<file path="src/rtl/mem_lsu.sv">
// Memory-stage load/store unit with a req/gnt/rvalid data port and MEM/WB register.
// Optional misaligned-access trap: define MEM_LSU_MISALIGN_TRAP_EN.
module mem_lsu #(
    parameter int DATA_WIDTH = 32,
    parameter int BE_WIDTH   = DATA_WIDTH / 8
) (
    input  logic                  clk,
    input  logic                  arst_n,
    input  logic                  in_valid,
    input  logic [DATA_WIDTH-1:0] opr_res,
    input  logic [DATA_WIDTH-1:0] opr_b,
    input  logic [4:0]            rd,
    input  logic [DATA_WIDTH-1:0] pc4,
    input  logic                  rf_en,
    input  logic                  dm_en,
    input  logic [1:0]            wb_sel,
    input  logic [3:0]            lsuop,
    output logic                  dm_req,
    output logic                  dm_we,
    output logic [DATA_WIDTH-1:0] dm_addr,
    output logic [BE_WIDTH-1:0]   dm_be,
    output logic [DATA_WIDTH-1:0] dm_wdata,
    input  logic                  dm_gnt,
    input  logic                  dm_rvalid,
    input  logic [DATA_WIDTH-1:0] dm_rdata,
    output logic                  stall,
    output logic                  wb_valid,
    output logic [4:0]            wb_rd,
    output logic                  wb_rf_en,
    output logic [1:0]            wb_sel_o,
    output logic [DATA_WIDTH-1:0] wb_opr_res,
    output logic [DATA_WIDTH-1:0] wb_pc4,
    output logic [DATA_WIDTH-1:0] wb_lsu_rdata,
    output logic                  lsu_misalign
);

    typedef enum logic [1:0] {
        S_IDLE,
        S_REQ,
        S_WAIT
    } state_t;

    state_t state, state_nx;

    logic [DATA_WIDTH-1:0] l_res, l_b, l_pc4;
    logic [4:0]            l_rd;
    logic                  l_rf_en;
    logic [1:0]            l_sel;
    logic [3:0]            l_op;

    logic [DATA_WIDTH-1:0] c_res, c_b, c_pc4;
    logic [4:0]            c_rd;
    logic                  c_rf_en;
    logic [1:0]            c_sel;
    logic [3:0]            c_op;

    logic                  access, is_st, is_b, is_h, is_w, sgn, mis;
    logic [1:0]            off;
    logic [DATA_WIDTH-1:0] sh, ext;

    logic cap, cap_v, mis_hit, load_done;

    // State register
    always_ff @(posedge clk or negedge arst_n) begin
        if (!arst_n) state <= S_IDLE;
        else         state <= state_nx;
    end

    // Snapshot the execute bundle while idle; it is authoritative once stalled
    always_ff @(posedge clk or negedge arst_n) begin
        if (!arst_n) begin
            l_res   <= '0;
            l_b     <= '0;
            l_pc4   <= '0;
            l_rd    <= '0;
            l_rf_en <= 1'b0;
            l_sel   <= '0;
            l_op    <= '0;
        end else if (state == S_IDLE) begin
            l_res   <= opr_res;
            l_b     <= opr_b;
            l_pc4   <= pc4;
            l_rd    <= rd;
            l_rf_en <= rf_en;
            l_sel   <= wb_sel;
            l_op    <= lsuop;
        end
    end

    // Select live inputs in IDLE, latched copy otherwise
    always_comb begin
        c_res   = opr_res;
        c_b     = opr_b;
        c_pc4   = pc4;
        c_rd    = rd;
        c_rf_en = rf_en;
        c_sel   = wb_sel;
        c_op    = lsuop;
        if (state != S_IDLE) begin
            c_res   = l_res;
            c_b     = l_b;
            c_pc4   = l_pc4;
            c_rd    = l_rd;
            c_rf_en = l_rf_en;
            c_sel   = l_sel;
            c_op    = l_op;
        end
    end

    assign access = in_valid & dm_en;
    assign is_st  = c_op[3];
    assign is_b   = (c_op[1:0] == 2'b00);
    assign is_h   = (c_op[1:0] == 2'b01);
    assign is_w   = ~is_b & ~is_h;
    assign sgn    = ~c_op[2];

`ifdef MEM_LSU_MISALIGN_TRAP_EN
    assign mis = (is_h & c_res[0]) | (is_w & (|c_res[1:0]));
`else
    assign mis = 1'b0;
`endif

    // Byte lanes, store data replication and load extraction
    always_comb begin
        off      = 2'b00;
        dm_be    = '1;
        dm_wdata = c_b;
        unique case (1'b1)
            is_b: begin
                off      = c_res[1:0];
                dm_be    = {{(BE_WIDTH-1){1'b0}}, 1'b1} << off;
                dm_wdata = {BE_WIDTH{c_b[7:0]}};
            end
            is_h: begin
                off      = {c_res[1], 1'b0};
                dm_be    = {{(BE_WIDTH-2){1'b0}}, 2'b11} << off;
                dm_wdata = {(BE_WIDTH/2){c_b[15:0]}};
            end
            default: ;
        endcase
        sh  = dm_rdata >> {off, 3'b000};
        ext = sh;
        unique case (1'b1)
            is_b:    ext = {{(DATA_WIDTH-8){sgn & sh[7]}}, sh[7:0]};
            is_h:    ext = {{(DATA_WIDTH-16){sgn & sh[15]}}, sh[15:0]};
            default: ;
        endcase
    end

    assign dm_addr = {c_res[DATA_WIDTH-1:2], 2'b00};
    assign dm_we   = dm_req & is_st;

    // Next state, request, stall and writeback capture
    always_comb begin
        state_nx  = state;
        dm_req    = 1'b0;
        stall     = 1'b0;
        cap       = 1'b0;
        cap_v     = 1'b1;
        mis_hit   = 1'b0;
        load_done = 1'b0;
        unique case (state)
            S_IDLE: begin
                if (!access) begin
                    cap   = 1'b1;
                    cap_v = in_valid;
                end else if (mis) begin
                    cap     = 1'b1;
                    mis_hit = 1'b1;
                end else begin
                    dm_req = 1'b1;
                    if (is_st && dm_gnt) begin
                        cap = 1'b1;
                    end else begin
                        stall    = 1'b1;
                        state_nx = (dm_gnt && !is_st) ? S_WAIT : S_REQ;
                    end
                end
            end
            S_REQ: begin
                dm_req = 1'b1;
                if (dm_gnt && is_st) begin
                    cap      = 1'b1;
                    state_nx = S_IDLE;
                end else begin
                    stall = 1'b1;
                    if (dm_gnt) state_nx = S_WAIT;
                end
            end
            S_WAIT: begin
                if (dm_rvalid) begin
                    cap       = 1'b1;
                    load_done = 1'b1;
                    state_nx  = S_IDLE;
                end else begin
                    stall = 1'b1;
                end
            end
            default: state_nx = S_IDLE;
        endcase
    end

    // MEM/WB register; bubbles leave the payload untouched
    always_ff @(posedge clk or negedge arst_n) begin
        if (!arst_n) begin
            wb_valid     <= 1'b0;
            wb_rd        <= '0;
            wb_rf_en     <= 1'b0;
            wb_sel_o     <= '0;
            wb_opr_res   <= '0;
            wb_pc4       <= '0;
            wb_lsu_rdata <= '0;
            lsu_misalign <= 1'b0;
        end else begin
            wb_valid     <= cap & cap_v;
            lsu_misalign <= cap & mis_hit;
            if (cap && cap_v) begin
                wb_rd        <= c_rd;
                wb_rf_en     <= c_rf_en & ~mis_hit;
                wb_sel_o     <= c_sel;
                wb_opr_res   <= c_res;
                wb_pc4       <= c_pc4;
                wb_lsu_rdata <= load_done ? ext : '0;
            end
        end
    end

endmodule
</file>
<file path="config.mk">
export PLATFORM = sky130hd
export DESIGN_NAME = mem_lsu
export DESIGN_NICKNAME = d
export VERILOG_FILES = /design/src/rtl/mem_lsu.sv
export SDC_FILE = /design/constraint.sdc
export NUM_CORES = 1
export LEC_CHECK = 0
export BUFFER_PORTS_ARGS = -buffer_cell sky130_fd_sc_hd__buf_2
export CAP_MARGIN = 5
export CELL_PAD_IN_SITES_DETAIL_PLACEMENT = 1
export CELL_PAD_IN_SITES_GLOBAL_PLACEMENT = 1
export CORE_UTILIZATION = 38
export DETAILED_ROUTE_END_ITERATION = 16
export GPL_ROUTABILITY_DRIVEN = 0
export GPL_TIMING_DRIVEN = 1
export PLACE_DENSITY = 0.83
export REMOVE_ABC_BUFFERS = 1
export SLEW_MARGIN = 20
export SYNTH_ARGS = -nofsm -noshare
export SYNTH_HDL_FRONTEND = slang
export SYNTH_SLANG_ARGS = --single-unit
</file>
<file path="constraint.sdc">
create_clock -name clk -period 3.6 [get_ports clk]
set_clock_uncertainty 0.1 [all_clocks]
set_input_delay 0.72 -clock clk [delete_from_list [all_inputs] [get_ports clk]]
set_output_delay 0.72 -clock clk [all_outputs]
set_load 0.02 [all_outputs]
</file>
==> flow_metrics.tcl, run 1 <==
set metrics [dict create \
    status "finished clean" \
    leakage_nw 5.814 \
    yosys_warnings 0 \
    ios 323 \
    rows 56 \
    cts_sinks 215 \
    routed_wirelength_um 26250 \
    fp.dieArea_um2 24550 \
    grt_max_degree 74 \
    clk_latency_ps 510 \
    grt_pass1_vias 7689 \
    portBuffers 319 \
    avgSynthCellArea_um2 10.84 \
    yosysUniqueCellTypes 38 \
    nets 1274 \
    placed_area_um2 10900 \
    slew_headroom 0.5419 \
    ys_seq_elements 215 \
    drt_first_iter_violations 261 \
    path_cells "nor2_4 -> buf_16 -> mux2i_1 -> inv_1 -> o21ai_0 -> o21ai_0 -> buf_2" \
    design.core.area_um2 23470 \
    critPathTopFamily "buffers and inverters" \
    path_buf_inv 3 \
    die_x_um 156.7 \
    num_vias 7082 \
    cts_setup_buffers 0 \
    dpl.cell_count 1421 \
    path_max_fanout 73 \
    clock.fmax_mhz 294.3 \
    fin_area_um2 11660 \
    worstPathRequired_ps 2780 \
    synth_area_um2 9094 \
    drive_gt1_frac 0.4216 \
    crit_path_start_kind "flop" \
    path_class "flop to output pin" \
    cpMostUsedCell "o21ai_0" \
    arrival_ps 2580 \
    start_util 0.3874 \
    clk_path_buf_depth 3 \
    ant_nets 0 \
    grt.total_usage 0.2111 \
    finalHoldViolCount 0 \
    ir_worst_vdd_v 0.0003601 \
    critical_path.max_stage_delay_ps 490 \
    cts_hold_buf 0 \
    clockRootBuffer "clkbuf_16" \
    drt_first_pass_iters 4 \
    finalSetupViolCount 0 \
    fin_crit_ps 3397 \
    ctsHtreeMaxLevel 1 \
    route.detailed.drc 0 \
    worstMarginPinSlew_ps 687.1 \
    grt_pass1_wl_um 40780 \
    drv_cap 0 \
    die_y_um 156.7 \
    viasPerCell 4.847 \
    worstSetupEndpointType "output pin" \
    pwr_density_cell_nw_per_um2 690.9 \
    yosysSeqAreaShare 0.5916 \
    path_clk_slew_ps 60 \
    critPathSlowestCell "dfrtp_1" \
    instances_no_fill 1461 \
    area_growth_pct 28.22 \
    timing.final.crit_share 0.9437 \
    post_drt_wl_per_cell_um 17.97 \
    cts_tree "yes" \
    rsz0062_at_grt "false" \
    syn-instance-count 839 \
    maxSlewViolCount 0 \
    hold_class "input pin to asynchronous set/reset pin" \
    place_hpwl_um 18540 \
    cts_made_buffers 24 \
    grt_overflow 0 \
    cts.repair.resized 0 \
    antenna_found_initial 1 \
]
-- worst register-to-register path, delay by kind of cell, from the launching register on --
kind                   cells  cell delay (ps)
AND/OR/NAND/NOR            2              560
flip-flops                 1              530
buffers and inverters      2              470
AO/OA/AOI/OAI              3              540
multiplexers               1              560
-- placed cells by master, fill, tap and decap left out, drive strengths merged, types with 7 or more instances in the layout --
master | netlist | routed
o21ai | 51 | 51
dfrtp | 215 | 215
mux2 | 86 | 86
nand2 | 57 | 57
buf | 49 | 339
a21oi | 14 | 14
mux2i | 44 | 44
clkbuf | 29 | 36
inv | 27 | 27
nor2 | 230 | 230
a32o | 7 | 7
o211ai | 8 | 8
-- cells by family after synthesis --
kind of cell,count (synthesis),synth area share
multiplexers,131,0.1578
buffers and inverters,105,0.05985
flip-flops,215,0.5916
AND/OR/NAND/NOR,297,0.1259
other,1,0.0004124
AO/OA/AOI/OAI,90,0.06439
-- worst paths after layout --
check | end | startpoint | slack [ps] | depth (start not counted)
worst max register to register | wb_lsu_rdata[16] | state[0] | 710 | 8
min in group clk | state[0] | dm_gnt | 300 | 2
max in group asynchronous | wb_pc4[13] | arst_n | 2580 | 2
worst min register to register | wb_lsu_rdata[27] | wb_lsu_rdata[27] | 370 | 2
worst min-delay path | l_res[11] | arst_n | 70 | 1
worst max-delay path | dm_wdata[31] | state[0] | 200 | 7
-- where the power goes --
| group | switching, mW | internal (mW) |
|---|---|---|
| Clock | 0.934 | 1.38 |
| Combinational | 1.66 | 0.895 |
| Sequential | 0.242 | 2.94 |
| Total | 2.84 | 5.22 |
-- Yosys cell counts --
cell	instances	area (µm²)
a22o_1	1	8.760
or2_2	1	6.260
buf_4	33	247.7
o21ai_0	41	205.2
nor2_2	1	6.260
mux4_2	1	22.52
nor4_1	1	6.260
a32oi_1	1	8.760
a211oi_4	1	20.02
mux2_2	86	968.4
a31oi_1	2	12.51
mux2i_1	43	430.4
dfrtp_1	215	5380
o211ai_1	8	60.06
conb_1	1	3.750
a21oi_1	13	65.06
and2_1	1	6.260
a22oi_1	1	7.510
buf_6	3	33.78
o21ai_2	10	87.58
inv_1	27	101.4
nor2_1	229	859.6
a21oi_2	1	8.760
nand3_1	1	5.000
buf_1	10	37.54
or2_1	1	6.260
o32a_1	1	10.01
clkbuf_1	29	108.9
o22ai_1	1	6.260
mux2i_2	1	13.76
nand2b_1	3	18.77
a32o_1	7	70.07
nor3b_1	1	7.510
nor4b_1	1	8.760
buf_2	3	15.01
a21o_1	1	7.510
nand2_1	57	214.0
o21a_1	1	7.510
-- final cells by class --
| class | count | area, µm² |
|---|---|---|
| clock inverters | 3 | 15.01 |
| flip-flops and latches | 215 | 5380 |
| diodes | 1 | 2.502 |
| well taps | 319 | 399.1 |
| clock buffers | 36 | 726.9 |
| multi-input cells | 521 | 3208 |
| fillers | 2671 | 11810 |
| repair buffers | 339 | 1827 |
| inverters | 27 | 101.3 |
-- registers in the layout, indices dropped and copies added, names as in the netlist --
name and cells:
wb_pc4 32, l_res 32, wb_lsu_rdata 32, l_op 4, l_rd 5, l_b 32, wb_valid 1, l_rf_en 1
state 2, wb_rf_en 1, l_pc4 32, wb_sel_o 2, wb_opr_res 32, l_sel 2, wb_rd 5
-- per-layer routing --
layer	track usage	part of all wire
met1	0.2397	0.39
met2	0.3861	0.51
met3	0.05289	0.073
met4	0.06676	0.024
met5	0	0
-- stage by stage --
stage	hold slack [ps]	worst slack, ps	utilization	total power, mW	setup TNS (ps)
after detailed placement	367.5	558.3	0.4646	5.798	0
after global routing	101.8	35.22	0.4967	8.477	0
after floorplan	324.4	-5542	-	4.781	-779770
after CTS	83.07	147.1	0.4962	8.153	0
after global placement	361.1	630.6	0.4646	5.689	0
final	74.73	202.6	0.4967	8.056	0
(Power assumes the default switching activity.)
==> run 2, diff against run 1 <==
--- a/config.mk
+++ b/config.mk
@@ -14,7 +14,6 @@
 export GPL_ROUTABILITY_DRIVEN = 0
 export GPL_TIMING_DRIVEN = 1
 export PLACE_DENSITY = 0.83
-export REMOVE_ABC_BUFFERS = 1
 export SLEW_MARGIN = 20
 export SYNTH_ARGS = -nofsm -noshare
 export SYNTH_HDL_FRONTEND = slang
==> flow_metrics.tcl, run 2 (synthesis gave the netlist of run 1 again) <==
set metrics [dict create \
    status "finished clean" \
    antenna_found_initial 2 \
    clockRootBuffer "clkbuf_16" \
    r2r-start "state[0]" \
    clk_latency_ps 520 \
    dpl_worst_slack_ps 619.6 \
    intPower_mw 5.153 \
    drv_cap 0 \
    timing.final.crit_share 0.9469 \
    cts_tree "yes" \
    grt-busiest-layer "met2" \
    route.detailed.drc 0 \
    cts_sinks 215 \
    drt_first_pass_iters 4 \
    pwr-share-comb 0.317 \
    num_vias 7153 \
    maxSlewViolCount 0 \
    dpl.cell_count 1418 \
    start_util 0.3874 \
    area_growth_pct 27.55 \
    slew_headroom 0.4978 \
    pwr_density_cell_nw_per_um2 692.6 \
    grt.total_usage 0.2158 \
    design.core.area_um2 23470 \
    finalPower_mw 8.033 \
    grtUsageMet3 0.06369 \
    instances_no_fill 1462 \
    power_switching_mw 2.881 \
    fin_crit_ps 3409 \
    drive_gt1_frac 0.4159 \
    layout_common_cells "buf_2, nor2_1, dfrtp_1" \
    nFillCells 2662 \
    routed_wirelength_um 26920 \
    timing.critical_path.from "state[0]" \
    fp.dieArea_um2 24550 \
    clock.fmax_mhz 293.3 \
    grt_overflow 0 \
    post_drt_wl_per_cell_um 18.41 \
    drt_first_iter_violations 285 \
    rsz0062_at_grt "false" \
    met1_usage 0.2428 \
    clk_path_buf_depth 3 \
    path_clk_slew_ps 60 \
    portBuffers 319 \
    cts_made_buffers 25 \
    ir_worst_vdd_v 0.0004069 \
    grt_pass1_wl_um 41240 \
    gr-usage-met2 0.3929 \
    hold_class "input pin to asynchronous set/reset pin" \
    place_hpwl_um 18700 \
    cts_hold_buf 0 \
    finalSetupViolCount 0 \
    grt_pass1_vias 7610 \
    leakage_nw 5.779 \
    worstMarginPinSlew_ps 753.2 \
    worstSetupEndpointType "output pin" \
    die_x_um 156.7 \
    path_class "flop to output pin" \
    p_sw_frac 0.3586 \
    p_clk_frac 0.285 \
    ios 323 \
    crit_path_start_kind "flop" \
    nets 1272 \
    path_max_fanout 34 \
    grt_max_degree 90 \
    final_common_cell "buf_2" \
    ctsHtreeMaxLevel 1 \
    arrival_ps 2590 \
    worstPathRequired_ps 2780 \
    viasPerCell 4.893 \
    worst_slack_ps 191.1 \
    finalHoldViolCount 0 \
    finalSetupTns_ps 0 \
    rows 56 \
    die_y_um 156.7 \
    p_seq_frac 0.398 \
    ant_nets 0 \
]
[run 2: worst paths after layout]
check	endpoint	slack (ps)	depth (start not counted)
max	dm_wdata[28]	190	6
min	wb_pc4[17]	60	1
max reg2reg	wb_lsu_rdata[18]	640	8
min reg2reg	wb_lsu_rdata[26]	380	2
max in group asynchronous	l_b[11]	2380	2
min in group clk	state[0]	300	2
[run 2: cell type report]
class / count / area, µm² / share of cell area
Sequential cell: 215 / 5380 / 0.4639
Clock inverter: 4 / 26.28 / 0.002265
Timing Repair Buffer: 336 / 1784 / 0.1538
Tap cell: 319 / 399.1 / 0.03441
Antenna cell: 1 / 2.502 / 0.0002158
Clock buffer: 39 / 698.2 / 0.06019
Inverter: 27 / 101.3 / 0.008738
Multi-Input combinational cell: 521 / 3207 / 0.2765
[run 2: routing by layer]
metal | wire length [µm] | vias to the layer above | share of wire
met2 | 13790 | 255 | 0.51
met1 | 10360 | 3567 | 0.39
li1 | - | 3287 | -
met4 | 613 | 2 | 0.023
met3 | 2142 | 42 | 0.080
met5 | 10 | - | 0.00037
[run 2: timing repair]
item,CTS,global route
setup endpoints to repair,0,1
endpoints found under the hold margin,0,0
setup buffers,0,0
resized for setup,0,1
[run 2: power groups by stage]
| stage | clock (mW) | combinational (mW) | sequential (mW) |
|---|---|---|---|
| 6_report | 2.29 | 2.55 | 3.20 |
| 5_1_grt | 2.44 | 2.76 | 3.26 |
| 4_1_cts | 2.36 | 2.59 | 3.21 |
| 3_5_place_dp | 0 | 2.56 | 3.24 |
| 3_3_place_gp | 0 | 2.50 | 3.19 |
| 2_1_floorplan | 0 | 1.24 | 3.61 |
[run 2: worst max-delay path: stages, from the launching register on]
cell and delay [ps]:
dfrtp_1 500, nor2_4 220, buf_12 260, mux2i_4 270
inv_1 290, o21ai_0 320, buf_2 220
[run 2: per-stage QoR]
step	area, µm²	hold WS [ps]	util
after floorplan	9101	324.4	-
after global placement	10870	358.5	0.4631
after detailed placement	10870	370.1	0.4631
after CTS	11590	121.0	0.4939
after global routing	11600	123.1	0.4941
final	11600	63.28	0.4941
==> run 3, diff against run 2 <==
--- a/config.mk
+++ b/config.mk
@@ -10,6 +10,8 @@
 export CELL_PAD_IN_SITES_DETAIL_PLACEMENT = 1
 export CELL_PAD_IN_SITES_GLOBAL_PLACEMENT = 1
 export CORE_UTILIZATION = 38
+export CTS_BUF_LIST = sky130_fd_sc_hd__clkbuf_16
+export CTS_CLUSTER_SIZE = 16
 export DETAILED_ROUTE_END_ITERATION = 16
 export GPL_ROUTABILITY_DRIVEN = 0
 export GPL_TIMING_DRIVEN = 1
==> flow_metrics.tcl, run 3 (synthesis gave the netlist of run 1 again) <==
set metrics [dict create \
    status "finished clean" \
    path_clk_slew_ps 60 \
    power_switching_mw 2.868 \
    slew_headroom 0.5263 \
    design.core.area_um2 23470 \
    ctsHtreeMaxLevel 1 \
    pwr_density_cell_nw_per_um2 690.7 \
    finalSetupViolCount 0 \
    place_hpwl_um 18700 \
    rsz0062_at_grt "false" \
    grt_overflow 0 \
    path_cells "nor2_4 -> buf_12 -> mux2i_4 -> buf_4 -> nor2_1 -> a21oi_1 -> buf_2" \
    pwr-share-comb 0.317 \
    nets 1272 \
    grt_pass1_wl_um 40650 \
    intPower_mw 5.152 \
    clk_latency_ps 510 \
    worstSetupEndpointType "output pin" \
    grt_max_degree 90 \
    rows 56 \
    drv_cap 0 \
    worstMarginPinSlew_ps 710.6 \
    critical_path.max_stage_delay_ps 500 \
    worstPathRequired_ps 2780 \
    portBuffers 319 \
    ant_nets 0 \
    antenna_found_initial 2 \
    maxSlewViolCount 0 \
    grt.total_usage 0.2127 \
    ir_worst_vdd_v 0.0003936 \
    cts_tree "yes" \
    ios 323 \
    post_drt_wl_per_cell_um 18.10 \
    leakage_nw 5.816 \
    drt_first_iter_violations 234 \
    hold_class "input pin to asynchronous set/reset pin" \
    finalHoldViolCount 0 \
    fp.dieArea_um2 24550 \
    viasPerCell 4.887 \
    route.detailed.drc 0 \
    routed_wirelength_um 26480 \
    die_x_um 156.7 \
    path_class "flop to output pin" \
    dpl.cell_count 1418 \
    fin_crit_ps 3415 \
    drive_gt1_frac 0.4173 \
    grt_pass1_vias 7607 \
    timing.final.crit_share 0.9487 \
    start_util 0.3874 \
    path_max_fanout 34 \
    clk_path_buf_depth 3 \
    p_seq_frac 0.398 \
    clock.fmax_mhz 292.8 \
    cts_made_buffers 25 \
    p_sw_frac 0.3576 \
    num_vias 7149 \
    final_common_cell "buf_2" \
    crit_path_start_kind "flop" \
    final_core_utilization 0.4946 \
    layout_common_cells "buf_2, nor2_1, dfrtp_1" \
    p_clk_frac 0.285 \
    cts_sinks 215 \
    instances_no_fill 1463 \
    die_y_um 156.7 \
    clockRootBuffer "clkbuf_16" \
    finalSetupTns_ps 0 \
    r2r.worst_path.cells 8 \
    arrival_ps 2600 \
    drt_first_pass_iters 4 \
    critPathSlowestCell "dfrtp_1" \
    area_growth_pct 27.67 \
]
[run 3: critical path, delay by kind of cell, from the launching register on]
| family | cells | cell delay [ps] |
|---|---|---|
| buf+inv | 3 | 800 |
| mux | 1 | 270 |
| flops | 1 | 500 |
| simple gates | 2 | 340 |
| compound gates | 1 | 160 |
[run 3: power groups by stage]
stage	Sequential (mW)	Clock (mW)	Combinational (mW)
5_1_grt	3.25	2.45	2.75
6_report	3.19	2.29	2.54
3_5_place_dp	3.24	0	2.56
2_1_floorplan	3.61	0	1.24
3_3_place_gp	3.19	0	2.50
4_1_cts	3.20	2.37	2.58
[run 3: stage by stage]
step / worst slack, ps / hold WS [ps] / area [µm²] / power, mW
floorplan: 639.0 / 324.4 / 9101 / 4.851
global placement: 648.6 / 358.5 / 10870 / 5.692
detailed placement: 619.6 / 370.1 / 10870 / 5.796
CTS: 106.3 / 123.9 / 11600 / 8.147
global route: 22.65 / 145.2 / 11610 / 8.449
finish: 184.7 / 88.42 / 11610 / 8.019
[run 3: path summary, 6_finish.rpt]
path / startpoint / to / slack (ps)
max in group asynchronous: arst_n / wb_lsu_rdata[28] / 2390
worst max-delay path: state[0] / dm_wdata[18] / 180
worst min-delay path: arst_n / wb_opr_res[26] / 90
min in group clk: dm_gnt / state[0] / 310
worst max register to register: state[0] / wb_lsu_rdata[16] / 680
worst min register to register: wb_lsu_rdata[18] / wb_lsu_rdata[18] / 370
[run 3: area by class of cell]
| type | instances | area (µm²) |
|---|---|---|
| Antenna cell | 1 | 2.502 |
| Inverter | 27 | 101.3 |
| Clock inverter | 19 | 110.1 |
| Sequential cell | 215 | 5380 |
| Timing Repair Buffer | 336 | 1784 |
| Fill cell | 2666 | 11860 |
| Tap cell | 319 | 399.1 |
| Multi-Input combinational cell | 521 | 3207 |
| Clock buffer | 25 | 625.6 |
[run 3: metal layers]
| layer | global-route usage | vias up | wire length, µm |
|---|---|---|---|
| li1 | - | 3297 | - |
| met5 | 0 | - | 12 |
| met2 | 0.3839 | 263 | 13460 |
| met4 | 0.06022 | 2 | 622 |
| met1 | 0.2452 | 3548 | 10390 |
| met3 | 0.05816 | 39 | 1999 |
[run 3: what timing repair did]
item | in CTS | in global routing
endpoints found under the setup margin | 0 | 1
setup buffers | 0 | 0
hold buffers | 0 | 0
resized for setup | 0 | 1
endpoints found under the hold margin | 0 | 0
